==> config.mk <==
export PLATFORM = sky130hd
export DESIGN_NAME = cam_dvp_tx
export DESIGN_NICKNAME = d
export VERILOG_FILES = /design/src/rtl/cam_dvp_tx_pkg.sv /design/src/rtl/cam_dvp_timing.sv /design/src/rtl/cam_dvp_tx.sv
export SDC_FILE = /design/constraint.sdc
export NUM_CORES = 1
export LEC_CHECK = 0
export CORE_AREA = 8 8 89 91
export CTS_BUF_LIST = sky130_fd_sc_hd__clkbuf_2 sky130_fd_sc_hd__clkbuf_4 sky130_fd_sc_hd__clkbuf_8
export CTS_CLUSTER_SIZE = 28
export DETAILED_ROUTE_END_ITERATION = 12
export DIE_AREA = 0 0 97 99
export PLACE_DENSITY = 0.78
export SETUP_SLACK_MARGIN = 0.2
export SYNTH_ARGS = -nofsm -noshare
export SYNTH_HDL_FRONTEND = slang
export SYNTH_HIERARCHICAL = 1
export SYNTH_SLANG_ARGS = --single-unit
==> constraint.sdc <==
create_clock -name pclk -period 3.44 [get_ports pclk]
set_clock_uncertainty 0.1 [all_clocks]
set_input_delay 0.688 -clock pclk [delete_from_list [all_inputs] [get_ports pclk]]
set_output_delay 0.688 -clock pclk [all_outputs]
set_load 0.005 [all_outputs]
==> src/rtl/cam_dvp_tx_pkg.sv <==
// Shared DVP transmitter definitions: state encoding, default frame timing and the test-pattern byte.
// The camera receive bench imports this as well, so both sides agree on encodings and timing.
package cam_dvp_tx_pkg;

    typedef enum logic [2:0] {
        ST_IDLE   = 3'd0,
        ST_VSYNC  = 3'd1,
        ST_VBACK  = 3'd2,
        ST_ACTIVE = 3'd3,
        ST_HBLANK = 3'd4,
        ST_VFRONT = 3'd5
    } state_t;

    localparam int DEF_H_ACTIVE      = 1280;
    localparam int DEF_H_BLANK       = 144;
    localparam int DEF_V_ACTIVE      = 480;
    localparam int DEF_VSYNC_LINES   = 3;
    localparam int DEF_V_BACK_LINES  = 17;
    localparam int DEF_V_FRONT_LINES = 10;
    localparam int DEF_CW            = 16;

    // Diagonal ramp: each line is the previous one shifted by one count.
    function automatic logic [7:0] pattern_byte(input logic [7:0] h, input logic [7:0] v);
        return h + v;
    endfunction

endpackage

==> src/rtl/cam_dvp_timing.sv <==
// Frame timing state machine for the DVP transmitter: walks VSYNC/VBACK/ACTIVE/HBLANK/VFRONT
// with a line-position counter (hcnt) and a per-state line counter (vcnt).
//
// state     | meaning
// ----------+-----------------------------------------------
// ST_IDLE   | stopped, counters held at zero
// ST_VSYNC  | VSYNC_LINES line periods with VSYNC asserted
// ST_VBACK  | V_BACK_LINES line periods before the first active line
// ST_ACTIVE | data slots of an active line (hcnt < H_ACTIVE)
// ST_HBLANK | horizontal blanking tail of an active line
// ST_VFRONT | V_FRONT_LINES line periods after the last active line
module cam_dvp_timing
    import cam_dvp_tx_pkg::*;
#(
    parameter int H_ACTIVE      = DEF_H_ACTIVE,
    parameter int H_BLANK       = DEF_H_BLANK,
    parameter int V_ACTIVE      = DEF_V_ACTIVE,
    parameter int VSYNC_LINES   = DEF_VSYNC_LINES,
    parameter int V_BACK_LINES  = DEF_V_BACK_LINES,
    parameter int V_FRONT_LINES = DEF_V_FRONT_LINES,
    parameter int CW            = DEF_CW
) (
    input  logic          pclk,
    input  logic          rst,
    input  logic          start_go,
    input  logic          stop_pending,
    output state_t        state,
    output logic [CW-1:0] hcnt,
    output logic [CW-1:0] vcnt,
    output logic          slot,
    output logic          frame_end
);

    localparam int LINE_LEN = H_ACTIVE + H_BLANK;
    localparam logic [CW-1:0] H_LAST     = CW'(LINE_LEN - 1);
    localparam logic [CW-1:0] H_ACT_LAST = CW'(H_ACTIVE - 1);
    localparam logic [CW-1:0] VS_LAST    = CW'(VSYNC_LINES - 1);
    localparam logic [CW-1:0] VB_LAST    = CW'(V_BACK_LINES - 1);
    localparam logic [CW-1:0] VA_LAST    = CW'(V_ACTIVE - 1);
    localparam logic [CW-1:0] VF_LAST    = CW'(V_FRONT_LINES - 1);

    state_t        state_nxt;
    logic [CW-1:0] hcnt_nxt;
    logic [CW-1:0] vcnt_nxt;
    logic          line_end;

    assign line_end = (hcnt == H_LAST);

    always_ff @(posedge pclk) begin
        if (rst) begin
            state <= ST_IDLE;
            hcnt  <= '0;
            vcnt  <= '0;
        end else begin
            state <= state_nxt;
            hcnt  <= hcnt_nxt;
            vcnt  <= vcnt_nxt;
        end
    end

    always_comb begin
        state_nxt = state;
        hcnt_nxt  = '0;
        vcnt_nxt  = '0;
        if (state != ST_IDLE) begin
            hcnt_nxt = line_end ? '0 : hcnt + 1'b1;
        end
        unique case (state)
            ST_IDLE:   if (start_go) state_nxt = ST_VSYNC;
            ST_VSYNC:  if (line_end && vcnt == VS_LAST) state_nxt = ST_VBACK;
            ST_VBACK:  if (line_end && vcnt == VB_LAST) state_nxt = ST_ACTIVE;
            ST_ACTIVE: if (hcnt == H_ACT_LAST) state_nxt = ST_HBLANK;
            ST_HBLANK: if (line_end) state_nxt = (vcnt == VA_LAST) ? ST_VFRONT : ST_ACTIVE;
            ST_VFRONT: if (line_end && vcnt == VF_LAST) state_nxt = stop_pending ? ST_IDLE : ST_VSYNC;
            default:   state_nxt = ST_IDLE;
        endcase
        // HBLANK -> ACTIVE is a new line of the same active region, so it counts up instead of clearing.
        if (state == ST_IDLE) begin
            vcnt_nxt = '0;
        end else if (!line_end) begin
            vcnt_nxt = vcnt;
        end else if (state == ST_HBLANK) begin
            vcnt_nxt = (state_nxt == ST_ACTIVE) ? vcnt + 1'b1 : '0;
        end else begin
            vcnt_nxt = (state_nxt == state) ? vcnt + 1'b1 : '0;
        end
    end

    always_comb begin
        slot      = (state == ST_ACTIVE);
        frame_end = (state == ST_VFRONT) && line_end && (vcnt == VF_LAST);
    end

endmodule

==> src/rtl/cam_dvp_tx.sv <==
// DVP camera-port transmitter: frames a byte stream or a test pattern into VSYNC/HREF/D on pclk,
// with start/stop commands and frame status.
module cam_dvp_tx
    import cam_dvp_tx_pkg::*;
#(
    parameter int H_ACTIVE      = DEF_H_ACTIVE,
    parameter int H_BLANK       = DEF_H_BLANK,
    parameter int V_ACTIVE      = DEF_V_ACTIVE,
    parameter int VSYNC_LINES   = DEF_VSYNC_LINES,
    parameter int V_BACK_LINES  = DEF_V_BACK_LINES,
    parameter int V_FRONT_LINES = DEF_V_FRONT_LINES,
    parameter int CW            = DEF_CW
) (
    input  logic        pclk,
    input  logic        rst,
    input  logic        start,
    input  logic        stop,
    input  logic        pattern_en,
    input  logic [7:0]  pix_data,
    input  logic        pix_valid,
    output logic        pix_ready,
    output logic        cam_vsync,
    output logic        cam_href,
    output logic [7:0]  cam_din,
    output logic        busy,
    output logic        frame_done,
    output logic [15:0] frame_cnt,
    output logic        underflow
);

    generate
        if (H_ACTIVE < 1 || H_BLANK < 1 || V_ACTIVE < 1 || VSYNC_LINES < 1 ||
            V_BACK_LINES < 1 || V_FRONT_LINES < 1) begin : g_bad_count
            $error("cam_dvp_tx: every timing count must be at least 1");
        end
        if (CW < 8 || CW > 31) begin : g_bad_cw
            $error("cam_dvp_tx: CW must be in 8..31");
        end else if ((H_ACTIVE + H_BLANK) >= (1 << CW) || V_ACTIVE >= (1 << CW) ||
                     VSYNC_LINES >= (1 << CW) || V_BACK_LINES >= (1 << CW) ||
                     V_FRONT_LINES >= (1 << CW)) begin : g_bad_range
            $error("cam_dvp_tx: line length and line counts must fit in CW bits");
        end
    endgenerate

    state_t        state;
    logic [CW-1:0] hcnt;
    logic [CW-1:0] vcnt;
    logic          slot;
    logic          frame_end;
    logic          start_go;
    logic          stop_pending;
    logic          pattern_lat;
    logic [7:0]    slot_byte;
    logic [15:0]   frame_cnt_q;
    logic          cnt_hi_unused;

    // stop wins over a simultaneous start so a stuck-high start line cannot override a stop request.
    assign start_go      = (state == ST_IDLE) && start && !stop;
    assign busy          = (state != ST_IDLE);
    assign pix_ready     = slot && !pattern_lat;
    assign frame_done    = frame_end;
    assign frame_cnt     = frame_cnt_q;
    assign cnt_hi_unused = ^{hcnt[CW-1:8], vcnt[CW-1:8]};

    cam_dvp_timing #(
        .H_ACTIVE      (H_ACTIVE),
        .H_BLANK       (H_BLANK),
        .V_ACTIVE      (V_ACTIVE),
        .VSYNC_LINES   (VSYNC_LINES),
        .V_BACK_LINES  (V_BACK_LINES),
        .V_FRONT_LINES (V_FRONT_LINES),
        .CW            (CW)
    ) u_timing (
        .pclk         (pclk),
        .rst          (rst),
        .start_go     (start_go),
        .stop_pending (stop_pending),
        .state        (state),
        .hcnt         (hcnt),
        .vcnt         (vcnt),
        .slot         (slot),
        .frame_end    (frame_end)
    );

    always_comb begin
        slot_byte = 8'h00;
        if (pattern_lat) begin
            slot_byte = pattern_byte(hcnt[7:0], vcnt[7:0]);
        end else if (pix_valid) begin
            slot_byte = pix_data;
        end
    end

    always_ff @(posedge pclk) begin
        if (rst) begin
            stop_pending <= 1'b0;
            pattern_lat  <= 1'b0;
            underflow    <= 1'b0;
            frame_cnt_q  <= 16'h0000;
            cam_vsync    <= 1'b0;
            cam_href     <= 1'b0;
            cam_din      <= 8'h00;
        end else begin
            cam_vsync <= (state == ST_VSYNC);
            cam_href  <= slot;
            cam_din   <= slot ? slot_byte : 8'h00;
            if (start_go) begin
                stop_pending <= 1'b0;
                underflow    <= 1'b0;
                pattern_lat  <= pattern_en;
            end else begin
                if (busy && stop) stop_pending <= 1'b1;
                if (frame_end && !stop_pending) pattern_lat <= pattern_en;
                // HREF is never stretched: a missing byte goes out as zero and is flagged.
                if (slot && !pattern_lat && !pix_valid) underflow <= 1'b1;
            end
            if (frame_end) frame_cnt_q <= frame_cnt_q + 16'h0001;
        end
    end

endmodule

==> results by group <==
Finish
  • # diodes: 0
  • Layout cells sized above 1: 0.08677
  • Area grow syn2layout: 20.61%
  • Final-layout fill cell count: approximately 530
  • Final layout net count: slightly below 500
  • Most common cell after layout, fill and taps aside: dfxtp_1
  • Commonest cells after routing, fill and taps aside: 64 x dfxtp_1, 52 x nor2_1, 42 x clkdlybuf4s50_1
  • Post-layout util: 0.6430

Timing
  • Final min period: around 3000 ps
  • Final setup violation count: 0
  • Final hold viol count: 0
  • Worst Tran Pin Value: approximately 800 ps
  • Relative slew slack: 0.4568
  • Fin crit share: 0.8841
  • Count of final max-slew check failures: 0
  • Setup TNS: 0 ps
  • WHS: around 390 ps
  • RSZ-0062 raised after global routing: false
  • Achievable Freq: around 330 MHz

Flow run
  • Max_cap viols: 0

Power and ir drop
  • LEAKAGE: 1.487 nW
  • Cell Pwr Density: 340.7 nW/µm²
  • Peak VDD IR: 0.1725 mV

Route
  • Iteration-0 DRC count of the detailed router: 150
  • Post-route ant nets: 0
  • DR vias: about 3100
  • Routed vias/inst: between 5 and 6
  • TritonRoute pass-1 iters: 5
  • Residual DRC count: 0
  • DR WL/cell: 15.05 µm
  • DRT Wirelength: approximately 8 mm

Floorplan
  • Die Y: roughly 99 µm
  • IO Pins: 44
  • Core area: 6569 µm²
  • FP Rows: 30
  • Die W: 97 µm
  • Full die area: 9603 µm²
  • Effective utilization at floorplan: 0.5331

Synth
  • Post-synthesis sequential area ratio: 0.3658
  • Asr flop ratio synth: 0
  • Post-synth net total: 442
  • Number of synthesized flops with an enable pin: 0
  • Cell Area, Synth: 3502 µm²
  • Register bit count reported by yosys: 64
  • Mapped Avg Cell Area: around 8.5 µm²
  • Syn Inst Count: approximately 410
  • Warning count from the yosys run: 6
  • Main flop type after synthesis: dfxtp_1
  • Synth unique cells: 53

Global routing
  • Global-route wire length before repair: 13.88 mm
  • Largest net degree at the start of global routing: 24
  • Vias in the first global route: ~2900
  • GRT Total Usage: 0.1722
  • Antenna violations before repair: 0
  • Gr ovfl total: 0

Placed design
  • Final HPWL DP: approximately 6.0 mm
  • I/O Buffers: 43
  • GP Congestion: 0.8877

Worst setup path
  • Worst endpoint data arrival time: about 2300 ps
  • WS Path Type: reg2out
  • Worst-path maximum fanout: 5
  • Startpoint Class: flip-flop
  • Critical Path RT: around 2700 ps
  • Worst setup EP type: output port

Clocking
  • Total clock sinks: 64
  • TritonCTS buffer count: 9
  • Max clock buf depth: 2
  • H-tree levels: 3
  • CTS clock-pin slew for the worst setup and hold paths: 70 ps
  • Root buffer cell: clkbuf_8
  • Postcts setup bufs: 0
  • Worst-Skew Late Latency: about 340 ps
  • CTS tree: built

Worst hold path
  • Hold Path Class: reg2reg

Outcome
  • Status: finished, final reports clean
-- state kept, by name (all words and copies together) (netlist names), 3 cells and up --
| name | cells |
|---|---|
| frame_cnt | 16 |
| cam_din | 8 |
| u_timing/state | 3 |
| u_timing/hcnt | 16 |
| u_timing/vcnt | 16 |
-- critical path: stages (launching register included) --
cell	delay (ps)
dfxtp_1	350
or4_4	590
nor4_4	300
nand4b_1	190
nor4_4	210
dlygate4sd2_1	280
-- final cells by class --
type / instances / area (µm²) / share of cell area
timing repair buffer: 49 / 474.2 / 0.1123
tap: 80 / 100.1 / 0.02370
inverter: 13 / 48.80 / 0.01155
multi-input combinational: 320 / 2128 / 0.5039
clock buffer: 13 / 178.9 / 0.04236
clock inverter: 2 / 12.51 / 0.002962
sequential: 64 / 1281 / 0.3033
-- path summary, 6_finish.rpt --
path                      from                 to  slack [ps]  depth (start not counted)
max          u_timing/vcnt[11]         frame_done         400                          5
min          u_timing/vcnt[15]  u_timing/vcnt[15]         390                          1
max reg2reg  u_timing/vcnt[11]      frame_cnt[15]         530                         10
min reg2reg  u_timing/vcnt[15]  u_timing/vcnt[15]         390                          1
-- metrics by stage --
stage               area (µm²)  power [W]  setup WS [ps]  std cells
floorplan                 3502  0.0008082          435.7        414
global placement          4019  0.0008385          339.3        526
detailed placement        4019  0.0008393          318.3        526
CTS                       4224   0.001453          376.0        541
global route              4224   0.001493          237.8        541
finish                    4224   0.001439          398.6        541
-- Yosys cell counts, drive strengths merged (6+ instances only) --
cell type,number,area share
dfxtp,64,0.37
nor2,52,0.056
nand2,35,0.038
nand3,24,0.034
xor2,20,0.050
a31oi,17,0.030
xnor2,17,0.043
nand4,15,0.035
ha,13,0.046
inv,13,0.014
o21ai,13,0.019
a21oi,12,0.017
nor3,12,0.019
clkbuf,11,0.012
nor4,10,0.026
nand3b,8,0.017
buf,6,0.0086
nor2b,6,0.011
-- cells by family (layout without fill, tap and decap cells) --
group,after synthesis,after routing,synth area share
multiplexers,5,5,0.01429
flip-flops,64,64,0.3658
XOR/XNOR,37,37,0.09253
adder cells (fa/ha/maj),14,14,0.05216
buffers and inverters,30,77,0.03430
AND/OR/NAND/NOR,200,200,0.3205
AO/OA/AOI/OAI,64,64,0.1204
-- repair_timing --
item                       in CTS  in global routing
setup endpoints to repair       1                  0
hold buffers                    0                  0
resized for setup               3                  0
-- where the power goes --
group          total (W)  switching, W  internal (W)
Clock           0.000616      0.000281      0.000335
Combinational  0.0000682     0.0000342     0.0000340
Sequential      0.000755    0.00000929      0.000746
-- routing by layer --
metal | vias up | share of wire | global-route usage | routed length (µm)
met4 | 0 | 0.019 | 0.08639 | 157
met3 | 14 | 0.066 | 0.05108 | 538
met5 | - | 0 | 0 | 0
li1 | 1570 | - | - | -
met2 | 91 | 0.44 | 0.2510 | 3587
met1 | 1440 | 0.47 | 0.2247 | 3858
Note: power is estimated with default switching activity, not from simulation.
